==> src/rtl/pipeline_debug_ctrl.sv <==
// Run/step/halt controller for the pipeline. It drives the pipeline enable, counts
// enabled cycles and streams out a captured snapshot of the pipeline state.
module pipeline_debug_ctrl #(
  parameter int NB_REG       = 32,
  parameter int N_SNAP_WORDS = 8
) (
  input  logic                           i_clock,
  input  logic                           i_reset,
  input  logic                           i_cmd_valid,
  input  logic [1:0]                     i_cmd,
  output logic                           o_cmd_ready,
  input  logic                           i_halt,
  input  logic [N_SNAP_WORDS*NB_REG-1:0] i_snap_bus,
  output logic                           o_valid,
  output logic [NB_REG-1:0]              o_n_clocks,
  output logic                           o_halted,
  output logic [NB_REG-1:0]              o_snap_data,
  output logic                           o_snap_valid,
  output logic                           o_snap_last,
  input  logic                           i_snap_ready
);

  localparam int NB_SNAP_IDX = $clog2(N_SNAP_WORDS + 1);
  localparam logic [NB_SNAP_IDX-1:0] LAST_IDX = NB_SNAP_IDX'(N_SNAP_WORDS);

  localparam logic [2:0] ST_IDLE    = 3'd0;
  localparam logic [2:0] ST_RUN     = 3'd1;
  localparam logic [2:0] ST_STEP    = 3'd2;
  localparam logic [2:0] ST_CAPTURE = 3'd3;
  localparam logic [2:0] ST_DUMP    = 3'd4;
  localparam logic [2:0] ST_HALTED  = 3'd5;

  localparam logic [1:0] CMD_STOP = 2'b00;
  localparam logic [1:0] CMD_RUN  = 2'b01;
  localparam logic [1:0] CMD_STEP = 2'b10;
  localparam logic [1:0] CMD_DUMP = 2'b11;

  logic [2:0]             state_q, state_d;
  logic [2:0]             ret_q, ret_d;
  logic                   halted_q, halted_d;
  logic                   valid_q;
  logic [NB_REG-1:0]      n_clocks_q;
  logic [NB_REG-1:0]      dump_q [N_SNAP_WORDS+1];
  logic [NB_SNAP_IDX-1:0] idx_q, idx_d, idx_inc;
  logic [NB_REG-1:0]      snap_data_q, snap_data_d;
  logic                   snap_valid_q, snap_valid_d;
  logic                   snap_last_q, snap_last_d;
  logic                   cmd_fire, snap_fire;

  assign o_cmd_ready  = (state_q == ST_IDLE) || (state_q == ST_RUN) || (state_q == ST_HALTED);
  assign cmd_fire     = i_cmd_valid && o_cmd_ready;
  assign snap_fire    = snap_valid_q && i_snap_ready;
  assign idx_inc      = idx_q + 1'b1;

  assign o_valid      = valid_q;
  assign o_n_clocks   = n_clocks_q;
  assign o_halted     = halted_q;
  assign o_snap_data  = snap_data_q;
  assign o_snap_valid = snap_valid_q;
  assign o_snap_last  = snap_last_q;

  always_comb begin
    state_d  = state_q;
    ret_d    = ret_q;
    halted_d = halted_q;
    case (state_q)
      ST_IDLE: begin
        if (cmd_fire) begin
          case (i_cmd)
            CMD_RUN:  state_d = ST_RUN;
            CMD_STEP: state_d = ST_STEP;
            CMD_DUMP: begin
              state_d = ST_CAPTURE;
              ret_d   = ST_IDLE;
            end
            default: ;
          endcase
        end
      end
      ST_RUN: begin
        // A retiring halt takes priority over a STOP in the same cycle.
        if (i_halt) begin
          state_d  = ST_CAPTURE;
          ret_d    = ST_HALTED;
          halted_d = 1'b1;
        end else if (cmd_fire && (i_cmd == CMD_STOP)) begin
          state_d = ST_IDLE;
        end
      end
      ST_STEP: begin
        state_d = ST_CAPTURE;
        if (i_halt) begin
          ret_d    = ST_HALTED;
          halted_d = 1'b1;
        end else begin
          ret_d = ST_IDLE;
        end
      end
      ST_CAPTURE: state_d = ST_DUMP;
      ST_DUMP: begin
        if (snap_fire && (idx_q == LAST_IDX)) state_d = ret_q;
      end
      ST_HALTED: begin
        if (cmd_fire && (i_cmd == CMD_DUMP)) begin
          state_d = ST_CAPTURE;
          ret_d   = ST_HALTED;
        end
      end
      default: state_d = ST_IDLE;
    endcase
  end

  // Word 0 is loaded straight from the live counter, which is stable during capture.
  always_comb begin
    idx_d        = idx_q;
    snap_data_d  = snap_data_q;
    snap_valid_d = snap_valid_q;
    snap_last_d  = snap_last_q;
    if (state_q == ST_CAPTURE) begin
      idx_d        = '0;
      snap_data_d  = n_clocks_q;
      snap_valid_d = 1'b1;
      snap_last_d  = 1'b0;
    end else if (snap_fire) begin
      if (idx_q == LAST_IDX) begin
        idx_d        = '0;
        snap_valid_d = 1'b0;
        snap_last_d  = 1'b0;
      end else begin
        idx_d       = idx_inc;
        snap_data_d = dump_q[idx_inc];
        snap_last_d = (idx_inc == LAST_IDX);
      end
    end
  end

  always_ff @(posedge i_clock or negedge i_reset) begin
    if (!i_reset) begin
      state_q      <= ST_IDLE;
      ret_q        <= ST_IDLE;
      halted_q     <= 1'b0;
      valid_q      <= 1'b0;
      n_clocks_q   <= '0;
      idx_q        <= '0;
      snap_data_q  <= '0;
      snap_valid_q <= 1'b0;
      snap_last_q  <= 1'b0;
    end else begin
      state_q      <= state_d;
      ret_q        <= ret_d;
      halted_q     <= halted_d;
      valid_q      <= (state_d == ST_RUN) || (state_d == ST_STEP);
      idx_q        <= idx_d;
      snap_data_q  <= snap_data_d;
      snap_valid_q <= snap_valid_d;
      snap_last_q  <= snap_last_d;
      if (valid_q && (n_clocks_q != '1)) n_clocks_q <= n_clocks_q + 1'b1;
    end
  end

  always_ff @(posedge i_clock or negedge i_reset) begin
    if (!i_reset) begin
      for (int k = 0; k <= N_SNAP_WORDS; k++) dump_q[k] <= '0;
    end else if (state_q == ST_CAPTURE) begin
      dump_q[0] <= n_clocks_q;
      for (int k = 0; k < N_SNAP_WORDS; k++) dump_q[k+1] <= i_snap_bus[k*NB_REG +: NB_REG];
    end
  end

endmodule

==> config.mk <==
export PLATFORM = sky130hd
export DESIGN_NAME = pipeline_debug_ctrl
export DESIGN_NICKNAME = d
export VERILOG_FILES = /design/src/rtl/pipeline_debug_ctrl.sv
export SDC_FILE = /design/constraint.sdc
export NUM_CORES = 1
export LEC_CHECK = 0
export ABC_AREA = 1
export CORE_UTILIZATION = 53
export CTS_CLUSTER_DIAMETER = 100
export DETAILED_ROUTE_END_ITERATION = 16
export HOLD_SLACK_MARGIN = 0.12
export PLACE_DENSITY = 0.89
export RECOVER_POWER = 100
export SLEW_MARGIN = 30
export SYNTH_ARGS = -nofsm -noshare
export SYNTH_HDL_FRONTEND = slang
export SYNTH_SLANG_ARGS = --single-unit
==> constraint.sdc <==
create_clock -name i_clock -period 2.4 [get_ports i_clock]
set_clock_uncertainty 0.1 [all_clocks]
set_input_delay 0.6 -clock i_clock [delete_from_list [all_inputs] [get_ports i_clock]]
set_output_delay 0.6 -clock i_clock [all_outputs]
set_load 0.01 [all_outputs]
==> results.cfg <==
[worst_setup_path]
crit_family = buffers and inverters
worst-path-stages = 1
arrival_ns = 1.67
setup.worst_path.class = reg2out
worst-path-buf-inv = 1
crit_path_cell_trace = clkdlybuf4s50_1
rr_worst_depth = 9
critical-path-slowest-cell = clkdlybuf4s50_1
cpPeakStageDelay_ns = 0.61
startpoint_type = flop
endpoint_kind = primary output
cp_max_fo = 7
required_ns = 1.70

[clock_tree]
cts_setup_buffers = 0
cts.sinks = 364
numCtsBuffers = 39
htreeDepth = 2
clk_pin_slew_ns = 0.06
clockBufferDepth = 3
cts_tree = done
cts-root-buf = clkbuf_16
insertion_delay_ns = 0.54

[global_route]
grt_pass1_vias = 17500
grt_pass1_wl_um = 96600
globalRoute.totalOverflow = 0
antenna_found_initial = 0
grt_usage = 0.354
grt_max_degree = 132

[detailed_routing]
vias = 18000
dr.pass1.iters = 6
drt-total-wl_um = 61800
via_per_inst = 5.54
wl_per_cell_um = 19.1
drt_iter0_drc = 2123
drc = 0
final_antenna_net_count = 0

[synthesis]
synth.cell_area_mm2 = 0.0182
yosysWarnings = 0
seq_area_frac_synth = 0.500
postSynthCellCount = 2478
synth_area_per_cell_um2 = 7.35
synth_seq_cells = 364
ys_types = 28
synth.net_count = 2745

[sta]
timing.slew.headroom = 0.411
hold_ws_ns = 0.380
hold_viol = 0
worstMarginPinSlew_ns = 0.883
clock.fmax_ghz = 0.421
rsz0062_at_grt = no
maxSlewViolCount = 0
setup_viol = 0
finalCritPeriodShare = 0.989
finalCriticalPeriod_ns = 2.37
finalSetupTns_ns = 0

[placed_design]
gp_congestion = 1.01
portBuffers = 331
hpwl_um = 44100

[floorplan]
dieArea_mm2 = 0.0351
dieHeight_um = 187
row_count = 67
ios = 332
die_x_um = 187
start_util = 0.540
core-area_mm2 = 0.0337

[finish]
multi_input_area_mm2 = 0.00719
diodes = 0
mostFrequentLayoutCells = nand2_1 (955), dfrtp_1 (359), inv_1 (322), clkdlybuf4s50_1 (292), nand3_1 (279)
final_layout_size_suffix_gt1_frac = 0.0484
finalNetCount = 3030
final-seq-area_mm2 = 0.00912
syn2layout_area_growth_pct = 28.2
nFillCells = 2708
final_common_cell = nand2_1

[min_path]
hold_class = reg2reg
min_path_cells = 2

[power_and_ir_drop]
ir_worst_vdd_mv = 1.04
total_leakage_power_uw = 0.0114
power_density_mw_per_mm2 = 1350

[run_status]
status = complete, no violations

[flow_run]
maxCapViolCount = 0
[cells by family (layout without fill, tap and decap cells)]
family / count (synthesis) / in the layout / share of synthesized area
compound gates: 270 / 270 / 0.0746
simple gates: 1354 / 1354 / 0.307
flops: 364 / 364 / 0.500
xor+xnor: 18 / 18 / 0.00866
fa+ha+maj: 4 / 4 / 0.00275
buf+inv: 468 / 782 / 0.106
[synth_stat cells, drive strengths merged]
cell,count,area [µm²]
xnor2,2,17.5
inv,327,1230
dfrtp,364,9110
nand4,37,231
a21boi,1,7.51
a31oi,1,6.26
nand3,279,1400
nand2,959,3620
clkbuf,33,124
o22ai,2,12.5
xor2,16,140
nor3b,1,7.51
buf,108,577
a21oi,4,20.0
ha,4,50.1
nand3b,4,30.0
o21ai,262,1310
nor2,74,300
[through the flow]
step	std cells	setup WS (ns)	area, µm²	total power (µW)	util
after floorplan	2478	0.273	18200	19000	-
after global placement	3169	0.279	22000	24200	0.654
after detailed placement	3169	0.177	22000	24600	0.654
after CTS	3240	0.00998	23500	31400	0.697
after global routing	3240	0.00307	23300	33300	0.692
final	3240	0.0268	23300	31400	0.692
[final timing paths]
kind | from | endpoint | slack (ns)
max in group asynchronous | i_reset | dump_q[215] | 0.38
min | dump_q[1] | dump_q[1] | 0.38
min in group asynchronous | i_reset | dump_q[45] | 0.51
max | o_n_clocks[26] | o_n_clocks[26] | 0.03
min reg2reg | dump_q[1] | dump_q[1] | 0.38
max reg2reg | idx_q[1] | o_snap_data[24] | 0.05
[layer usage]
layer  wire (µm)  track usage
met5           0            0
met2       28900        0.569
met1       23900        0.466
met3        6140       0.0659
met4        2870        0.161
[sequential cells by signal (all words and copies together) (netlist names)]
name / cells
o_n_clocks: 32
ret_q: 1
o_valid: 1
o_halted: 1
o_snap_last: 1
o_snap_data: 32
state_q: 3
dump_q: 288
o_snap_valid: 1
idx_q: 4
[worst min-delay path, cell delays in order (launching register included)]
cell,delay (ns)
dfrtp_1,0.35
nand2_1,0.06
nand2_1,0.05
[repair_timing]
| action | 4_1_cts | 5_1_grt |
|---|---|---|
| resized for setup | 3 | 4 |
| setup endpoints to repair | 1 | 4 |
| hold buffers | 1 | 0 |
| endpoints found under the hold margin | 43 | 0 |
[cell type report]
type / count / area share
Tap cell: 448 / 0.0240
Sequential cell: 364 / 0.391
Multi-Input combinational cell: 1646 / 0.308
Inverter: 327 / 0.0529
Clock inverter: 17 / 0.0115
Clock buffer: 53 / 0.0494
Timing Repair Buffer: 385 / 0.163
[power breakdown]
part / internal, µW / leakage (µW) / total [µW] / switching, µW
Combinational: 4820 / 0.00613 / 14700 / 9890
Clock: 4120 / 0.000699 / 6630 / 2510
Sequential: 8710 / 0.00457 / 10100 / 1370
Total: 17600 / 0.0114 / 31400 / 13800
Note: power is estimated with default switching activity, not from simulation.
